--- config.mk ---
export PLATFORM = sky130hd
export DESIGN_NAME = pipeline_timer_irq
export DESIGN_NICKNAME = d
export VERILOG_FILES = /design/src/rtl/pipeline_timer_irq.sv
export SDC_FILE = /design/constraint.sdc
export NUM_CORES = 1
export LEC_CHECK = 0
export BUFFER_PORTS_ARGS = -buffer_cell sky130_fd_sc_hd__buf_2
export CAP_MARGIN = 15
export CORE_UTILIZATION = 61
export DETAILED_ROUTE_END_ITERATION = 8
export GPL_TIMING_DRIVEN = 1
export PLACE_DENSITY = 0.86
export SYNTH_ARGS = -nofsm -noshare
export SYNTH_HDL_FRONTEND = slang
export SYNTH_SLANG_ARGS = --single-unit
--- constraint.sdc ---
create_clock -name clk -period 6.6 [get_ports clk]
set_clock_uncertainty 0.2 [all_clocks]
set_input_delay 0 -clock clk [delete_from_list [all_inputs] [get_ports clk]]
set_output_delay 0 -clock clk [all_outputs]
set_load 0.01 [all_outputs]
--- src/rtl/pipeline_timer_irq.sv ---
// Purpose : memory-mapped interval timer (TH/TL/TCON) plus free-running SYSTICK,
//           raising a registered IRQ toward the pipeline, masked in kernel mode.
// Latency : stores land at the edge ending the MEM cycle; loads are combinational
//           from current state; IRQ follows STATUS/IRQ_EN/PC_kernel by one edge.
// Backpr. : none; the bus is single-cycle and every access completes in its cycle.
//
// Ports:
//   clk, reset        single clock, synchronous active-high reset
//   Addr, WriteData   MEM-stage byte address and store data
//   MemWrite, MemRead store / load strobes
//   PC_kernel         PC[31] of the IF instruction, masks IRQ when set
//   ReadData          load data (zero when not a mapped load)
//   IRQ               registered interrupt request
module pipeline_timer_irq #(
    parameter logic [31:0] ADDR_TH      = 32'h4000_0000,
    parameter logic [31:0] ADDR_TL      = 32'h4000_0004,
    parameter logic [31:0] ADDR_TCON    = 32'h4000_0008,
    parameter logic [31:0] ADDR_SYSTICK = 32'h4000_0014
) (
    input  logic        clk,
    input  logic        reset,
    input  logic [31:0] Addr,
    input  logic [31:0] WriteData,
    input  logic        MemWrite,
    input  logic        MemRead,
    input  logic        PC_kernel,
    output logic [31:0] ReadData,
    output logic        IRQ
);

    // TCON bit positions
    localparam int EN     = 0;
    localparam int IRQ_EN = 1;
    localparam int STATUS = 2;

    logic [31:0] th_q, th_d;
    logic [31:0] tl_q, tl_d;
    logic [2:0]  tcon_q, tcon_d;
    logic [31:0] systick_q, systick_d;
    logic        irq_q, irq_d;

    logic wr_th, wr_tl, wr_tcon;
    logic ovf;

    assign wr_th   = MemWrite && (Addr == ADDR_TH);
    assign wr_tl   = MemWrite && (Addr == ADDR_TL);
    assign wr_tcon = MemWrite && (Addr == ADDR_TCON);

    always_comb begin
        th_d      = wr_th ? WriteData : th_q;
        systick_d = systick_q + 32'd1;

        // A store to TL overrides counting entirely, so it also suppresses
        // the overflow event that the current value would have produced.
        ovf  = 1'b0;
        tl_d = tl_q;
        if (wr_tl) begin
            tl_d = WriteData;
        end else if (tcon_q[EN]) begin
            if (tl_q == 32'hFFFF_FFFF) begin
                tl_d = th_q;
                ovf  = 1'b1;
            end else begin
                tl_d = tl_q + 32'd1;
            end
        end

        // STATUS is sticky; an overflow only sets it when the IRQ_EN that
        // will be in effect after this edge is high (store value wins).
        if (wr_tcon) begin
            tcon_d = {WriteData[STATUS] | (ovf & WriteData[IRQ_EN]),
                      WriteData[1:0]};
        end else begin
            tcon_d = {tcon_q[STATUS] | (ovf & tcon_q[IRQ_EN]),
                      tcon_q[1:0]};
        end

        irq_d = tcon_q[IRQ_EN] & tcon_q[STATUS] & ~PC_kernel;
    end

    always_ff @(posedge clk) begin
        if (reset) begin
            th_q      <= 32'd0;
            tl_q      <= 32'd0;
            tcon_q    <= 3'b000;
            systick_q <= 32'd0;
            irq_q     <= 1'b0;
        end else begin
            th_q      <= th_d;
            tl_q      <= tl_d;
            tcon_q    <= tcon_d;
            systick_q <= systick_d;
            irq_q     <= irq_d;
        end
    end

    always_comb begin
        ReadData = 32'd0;
        if (MemRead) begin
            if      (Addr == ADDR_TH)      ReadData = th_q;
            else if (Addr == ADDR_TL)      ReadData = tl_q;
            else if (Addr == ADDR_TCON)    ReadData = {29'd0, tcon_q};
            else if (Addr == ADDR_SYSTICK) ReadData = systick_q;
        end
    end

    assign IRQ = irq_q;

endmodule

==> results of run 1 <==
## state kept, by name (all words and copies together), names as in the netlist
signal	cells
tcon_q	3
th_q	32
IRQ	1
tl_q	32
systick_q	32
## synth_stat cells (2+ instances only)
cell | number | area (µm²)
a211oi_1 | 17 | 128
nand3_1 | 25 | 125
xnor2_1 | 13 | 114
and3_1 | 8 | 50.1
inv_1 | 14 | 52.6
xor2_1 | 22 | 193
dfxtp_1 | 100 | 2000
and2_1 | 5 | 31.3
nand3_2 | 2 | 20.0
nor2_1 | 59 | 221
nand4_2 | 2 | 25.0
o21ai_0 | 25 | 125
nor4_1 | 10 | 62.6
clkbuf_1 | 34 | 128
o221ai_1 | 2 | 17.5
mux2i_1 | 5 | 50.1
nand2_1 | 109 | 409
o21bai_1 | 2 | 15.0
nor3_1 | 23 | 115
nand4_1 | 21 | 131
a21oi_1 | 65 | 325
nor4_4 | 2 | 42.5
mux2_2 | 25 | 282
or3_1 | 15 | 93.8
a31oi_1 | 8 | 50.1
a41oi_1 | 2 | 17.5
a221oi_1 | 7 | 61.3
nor4b_1 | 2 | 17.5
a211o_1 | 4 | 35.0
nand3b_1 | 5 | 37.5
buf_4 | 4 | 30.0
buf_6 | 5 | 56.3
nor2b_1 | 34 | 213
buf_2 | 11 | 55.1
and4_1 | 6 | 52.6
o22ai_1 | 6 | 37.5
or2_2 | 2 | 12.5
o211a_1 | 2 | 20.0
ha_1 | 2 | 25.0
a22oi_1 | 29 | 218
## critical path, cell delays in order, from the launching register on
cell	delay (ps)
dfxtp_1	930
inv_1	500
or3_1	510
or4_4	480
nor3_1	260
o221ai_1	220
a21oi_1	220
## power breakdown
| part | switching (µW) | internal (µW) | total (µW) |
|---|---|---|---|
| logic | 37.4 | 38.2 | 75.6 |
| registers | 2.65 | 605 | 608 |
| clock network | 234 | 153 | 387 |
## metal layers
metal,track usage [%],vias to the layer above
met5,0,-
met4,12.7,0
met3,6.89,55
met2,61.5,362
met1,45.0,2970
li1,-,2916
## cell families after synthesis
logic type / share of synthesized area [%]
and+or+nand+nor: 29.5
AOI/OAI and AO/OA: 19.6
DFF: 34.0
buffers and inverters: 5.59
xor gates and xnor gates: 5.21
muxes: 5.63
adders and majority gates: 0.425
## cell type report
type	count	area share [%]
repair buffers	146	13.5
flip-flops and latches	100	29.0
inverters	14	0.761
well taps	129	2.34
clock buffers	11	2.05
multi-input cells	585	51.7
clock inverters	5	0.652
## per-stage QoR
step | instances | setup slack (ps) | area (µm²) | power (µW) | hold slack (ps)
after floorplan | 754 | 4150 | 5880 | 650 | -123
after global placement | 939 | 3470 | 6370 | 679 | -32.4
after detailed placement | 939 | 3400 | 6370 | 680 | -34.6
after CTS | 989 | 3300 | 6890 | 1070 | 23.8
after global routing | 990 | 3030 | 6900 | 1100 | 70.1
final | 990 | 3220 | 6900 | 1070 | 28.3
## worst paths after layout
kind                                from               endpoint  slack, ps  depth (start not counted)
hold reg to reg     th_q[0]$_SDFFE_PP0P_   th_q[0]$_SDFFE_PP0P_        270                          2
hold / removal                  Addr[13]  tl_q[22]$_SDFFE_PP0P_         30                          7
setup / recovery  tcon_q[0]$_SDFFE_PP0P_  tl_q[28]$_SDFFE_PP0P_       3220                          6
setup reg to reg  tcon_q[0]$_SDFFE_PP0P_  tl_q[28]$_SDFFE_PP0P_       3220                          6
## repair_timing
item | in CTS | in global routing
hold endpoints to repair | 68 | 0
hold buffers | 34 | 0
gates resized for setup | 0 | 0
setup endpoints to repair | 0 | 0
==> flow_metrics.py, run 1 <==
metrics = {
    "pwr": {
        "peakVddDrop_mv": 0.139,
        "p_leak_uw": 0.00245,
        "p_per_area_nw_per_um2": 155,
    },
    "timing": {
        "slew_viol_final": 0,
        "fin_tns_setup_ps": 0,
        "fin_crit_sh_pct": 51.2,
        "finalSetupViolCount": 0,
        "post-route-min-period_ps": 3380,
        "fmax_ghz": 0.296,
        "slew_headroom_pct": 30.2,
        "rsz0062_at_grt": "false",
        "finalHoldViolations": 0,
        "tightest_slew_ps": 1050,
    },
    "detailed_routing": {
        "wire_per_inst_um": 18.1,
        "viasPerCell": 6.37,
        "vias": 6303,
        "drtIter0Drc": 719,
        "ant_nets": 0,
        "drt-total-wl_mm": 18.0,
        "wl_met1_mm": 7.26,
        "first_pass_iters": 8,
        "wl_met2_mm": 8.61,
        "routed.top_layer": "met4",
        "wl_met3_mm": 1.63,
        "drcViolationCount": 0,
    },
    "finish": {
        "drive_above_1_share_pct": 19.7,
        "postLayoutCoreUtil_pct": 74.4,
        "area_growth_pct": 17.3,
        "multi_input_area_um2": 3570,
        "diodes": 0,
        "mostFrequentLayoutCells": "109 x nand2_1, 101 x buf_2, 100 x dfxtp_1",
        "final_common_cell": "nand2_1",
        "register_area_um2": 2000,
        "fillerInstances": 711,
        "layout.nets": 927,
    },
    "synth": {
        "syn_inst": 754,
        "yosysWarningCount": 0,
        "syn_avg_cell_area_um2": 7.80,
        "ys_ff_latch": 100,
        "synth_cell_types": 60,
        "ys_seq_area_share_pct": 34.0,
        "synth_edf_count": 0,
        "netlist_area_um2": 5880,
        "synth_flop_cell": "dfxtp_1",
        "ys_async_sr_fraction_pct": 0,
        "synthesis.nets": 825,
    },
    "die": {
        "die_area_um2": 10000,
        "placementRows": 35,
        "initial_core_util_pct": 63.4,
        "pin_count": 102,
        "fp.dieH_um": 100,
        "coreArea_um2": 9280,
        "fp.dieW_um": 100,
    },
    "outcome": {
        "outcome": "finished, final reports clean",
    },
    "clock_network": {
        "clk_latency_ps": 380,
        "clock_path_buffers": 2,
        "cts_sinks": 100,
        "cts_buffers": 9,
        "cts_tree": "done",
        "worst_setup_hold_path_clk_slew_ps": 110,
        "h-tree-depth": 3,
        "clockRootBuffer": "clkbuf_8",
        "postCtsSetupBuffers": 0,
    },
    "setup_path": {
        "endpoint_kind": "flop",
        "cp_max_fo": 27,
        "required_ps": 6700,
        "startpoint_type": "flop",
        "critPathArrivalTime_ps": 3480,
        "crit_type": "reg2reg",
    },
    "flow_run": {
        "maxCapViolations": 0,
    },
    "grt": {
        "overflow": 0,
        "antenna_found_initial": 0,
        "grt_pass1_wl_mm": 28.7,
        "track_usage_pct": 35.9,
        "grt_pass1_vias": 5907,
        "grt_max_degree": 94,
    },
    "place": {
        "dp_hpwl_mm": 11.5,
        "numPortBuffers": 101,
        "gp_congestion": 0.923,
    },
    "worst_hold_path": {
        "hp-class": "in2reg",
    },
}
Note: power is estimated with default switching activity, not from simulation.
==> inputs of run 2 (changes only) <==
--- a/config.mk
+++ b/config.mk
@@ -5,12 +5,13 @@
 export SDC_FILE = /design/constraint.sdc
 export NUM_CORES = 1
 export LEC_CHECK = 0
+export ABC_AREA = 1
 export BUFFER_PORTS_ARGS = -buffer_cell sky130_fd_sc_hd__buf_2
 export CAP_MARGIN = 15
-export CORE_UTILIZATION = 61
+export CORE_UTILIZATION = 53
 export DETAILED_ROUTE_END_ITERATION = 8
 export GPL_TIMING_DRIVEN = 1
-export PLACE_DENSITY = 0.86
+export PLACE_DENSITY = 0.78
 export SYNTH_ARGS = -nofsm -noshare
 export SYNTH_HDL_FRONTEND = slang
 export SYNTH_SLANG_ARGS = --single-unit
==> constraint.sdc (replaced) <==
create_clock -name clk -period 2.83 [get_ports clk]
set_clock_uncertainty 0.2 [all_clocks]
set_input_delay 0 -clock clk [delete_from_list [all_inputs] [get_ports clk]]
set_output_delay 0 -clock clk [all_outputs]
set_load 0.01 [all_outputs]
==> run 2 against run 1 <==
Against the previous run:
- non-clock buffer count up 7
- die area rose by 32%
- flip-flop and latch count unchanged
- via count rose by 27%
- first-iteration DRC count up 28%
- core utilization fell by 9.9 points
- final cell count rose by 46%
- worst setup slack got worse by 3100 ps
- count of clock-buffer cells in the layout did not move
- cell area increased by 17%
- sequential power rose by 130%
==> flow_metrics.py, run 2 <==
metrics = {
    "pwr": {
        "p_per_area_nw_per_um2": 368,
        "power_uw": 2980,
        "combPwrFrac_pct": 6.4,
        "p_sw_uw": 678,
        "peakVddDrop_mv": 0.371,
        "p_sw_share_pct": 22.8,
        "p_seq_share_pct": 47.4,
        "internal_power_uw": 2300,
        "p_leak_uw": 0.00321,
        "clkPwrFrac_pct": 46.3,
    },
    "clock_network": {
        "clk_latency_ps": 360,
        "h-tree-depth": 3,
        "worst_setup_hold_path_clk_slew_ps": 70,
        "clock_path_buffers": 2,
        "cts_buffers": 9,
        "cts_sinks": 100,
        "clockRootBuffer": "clkbuf_16",
        "postCtsSetupBuffers": 0,
        "cts_tree": "done",
    },
    "detailed_routing": {
        "drtIter0Drc": 922,
        "drcViolationCount": 0,
        "wire_per_inst_um": 15.1,
        "first_pass_iters": 6,
        "ant_nets": 0,
        "vias": 8003,
        "drt-total-wl_mm": 21.9,
        "viasPerCell": 5.53,
    },
    "place": {
        "gp_congestion": 0.968,
        "placed_area_um2": 7420,
        "numPortBuffers": 101,
        "dp_hpwl_mm": 15.8,
    },
    "setup_path": {
        "critPathArrivalTime_ps": 2480,
        "cp_max_fo": 24,
        "reg2reg_depth": 11,
        "r2r_end": "tl_q[2]$_SDFFE_PP0P_",
        "worstReg2RegStart": "tl_q[0]$_SDFFE_PP0P_",
        "r2r_setup_slack_ps": 520,
        "endpoint_kind": "output port",
        "required_ps": 2630,
        "startpoint_type": "input pin",
        "crit_type": "in2out",
    },
    "timing": {
        "slew_viol_final": 0,
        "rsz0062_at_grt": "true",
        "tightest_slew_ps": 864,
        "finalHoldViolations": 0,
        "slew_headroom_pct": 42.3,
        "fmax_ghz": 0.373,
        "fin_crit_sh_pct": 94.8,
        "finalSetupViolCount": 0,
        "post-route-min-period_ps": 2680,
    },
    "die": {
        "pin_count": 102,
        "fp.dieW_um": 115,
        "placementRows": 41,
        "fp.dieH_um": 115,
        "coreArea_um2": 12600,
        "die_area_um2": 13300,
        "initial_core_util_pct": 54.1,
    },
    "synth": {
        "synth.top_cell.area_share_pct": 29.4,
        "synth_flop_cell": "dfxtp_1",
        "ys_ff_latch": 100,
        "yosysMostFrequentCell": "nand2_1",
        "yosysTopAreaCell": "dfxtp_1",
        "syn_avg_cell_area_um2": 5.89,
        "synth_cell_types": 34,
        "netlist_top_cells_area": "dfxtp_1 29%, nand2_1 14%, nor2_1 8.8%",
        "yosysWarningCount": 0,
        "yosys-top-cells-count": "256 x nand2_1, 159 x nor2_1, 139 x inv_1",
        "synthesis.nets": 1226,
        "netlist_area_um2": 6800,
        "synth_edf_count": 0,
        "ys_seq_area_share_pct": 29.4,
        "ys_async_sr_fraction_pct": 0,
        "syn_inst": 1155,
    },
    "grt": {
        "grt_pass1_wl_mm": 35.4,
        "grt_pass1_vias": 7258,
        "overflow": 0,
        "track_usage_pct": 34.2,
        "grt_max_degree": 43,
        "antenna_found_initial": 0,
    },
    "finish": {
        "drive_above_1_share_pct": 13.4,
        "top_regs": "systick_q: 32 flops, th_q: 32 flops, tl_q: 32 flops",
        "final_cell_area_um2": 8100,
        "area_growth_pct": 19.0,
        "diodes": 0,
        "final_common_cell": "nand2_1",
        "layout.nets": 1341,
        "mostFrequentLayoutCells": "256 x nand2_1, 159 x nor2_1, 139 x inv_1",
    },
    "worst_hold_path": {
        "whs_path_depth": 5,
        "hp-class": "in2reg",
        "hp-start": "Addr[3]",
        "hold_end": "tcon_q[1]$_SDFFE_PP0P_",
    },
    "outcome": {
        "outcome": "finished, final reports clean",
    },
    "flow_run": {
        "maxCapViolations": 0,
    },
}
-- run 2: through the flow --
step / utilization [%] / TNS [ps] / setup slack [ps] / std cells / hold slack [ps]
3_3_place_gp: 59.0 / 0 / 643 / 1396 / -21.5
3_5_place_dp: 59.0 / 0 / 587 / 1396 / -18.9
4_1_cts: 64.4 / 0 / 275 / 1447 / 6.69
6_report: 64.4 / 0 / 149 / 1447 / 18.9
5_1_grt: 64.4 / -24.9 / -14.1 / 1447 / 30.7
2_1_floorplan: - / 0 / 937 / 1155 / -124
-- run 2: worst max path at each step --
stage | startpoint | slack, ps | endpoint | cells past startpoint
2_1_floorplan | tl_q[0]$_SDFFE_PP0P_ | 940 | tl_q[31]$_SDFFE_PP0P_ | 11
3_3_place_gp | tl_q[0]$_SDFFE_PP0P_ | 640 | tl_q[18]$_SDFFE_PP0P_ | 11
3_5_place_dp | tl_q[0]$_SDFFE_PP0P_ | 590 | tl_q[18]$_SDFFE_PP0P_ | 11
4_1_cts | Addr[2] | 270 | ReadData[14] | 12
5_1_grt | Addr[2] | -10 | ReadData[6] | 12
6_report | Addr[2] | 150 | ReadData[8] | 12
-- run 2: timing repair --
action / CTS / global route
endpoints found under the setup margin: 0 / 4
hold buffers: 35 / 0
resized for setup: 0 / 2
hold endpoints to repair: 68 / 0
-- run 2: routing by layer --
metal / GRT usage (%) / share of wire [%] / up-vias
met2: 57.8 / 46 / 410
met4: 13.6 / 3.2 / 0
met1: 43.3 / 42 / 3567
met5: 0 / 0 / -
li1: - / - / 3967
met3: 5.90 / 9.0 / 59
-- run 2: logic make-up (layout without fill, tap and decap cells) --
family,Yosys count,in the layout,synth area share [%]
flops,100,100,29.4
compound gates,227,227,16.7
fa+ha+maj,2,2,0.368
buf+inv,198,318,11.8
xor+xnor,11,11,1.42
simple gates,617,617,40.2
-- run 2: final cells by class --
type	instances	area, µm²
Clock inverter	5	85.1
Clock buffer	11	243
Multi-Input combinational cell	857	4000
Sequential cell	100	2000
Fill cell	1202	4470
Tap cell	172	215
Inverter	149	559
Timing Repair Buffer	153	996
-- run 2: power by group through the flow --
stage	Clock, µW	Combinational [µW]	Sequential [µW]
after global placement	0	147	1440
final	1380	190	1410
after global routing	1440	209	1410
after floorplan	0	69.4	1440
after CTS	1380	186	1410
after detailed placement	0	148	1440
-- run 2: critical path, stage by stage --
cell           delay (ps)
dlygate4sd3_1         520
buf_2                 120
nand2_1                60
nor2_2                 90
buf_4                 210
nand2_1                70
nor2_1                100
nand2_1               360
o21ai_0               600
a21oi_1               110
nor2_1                110
buf_2                 130
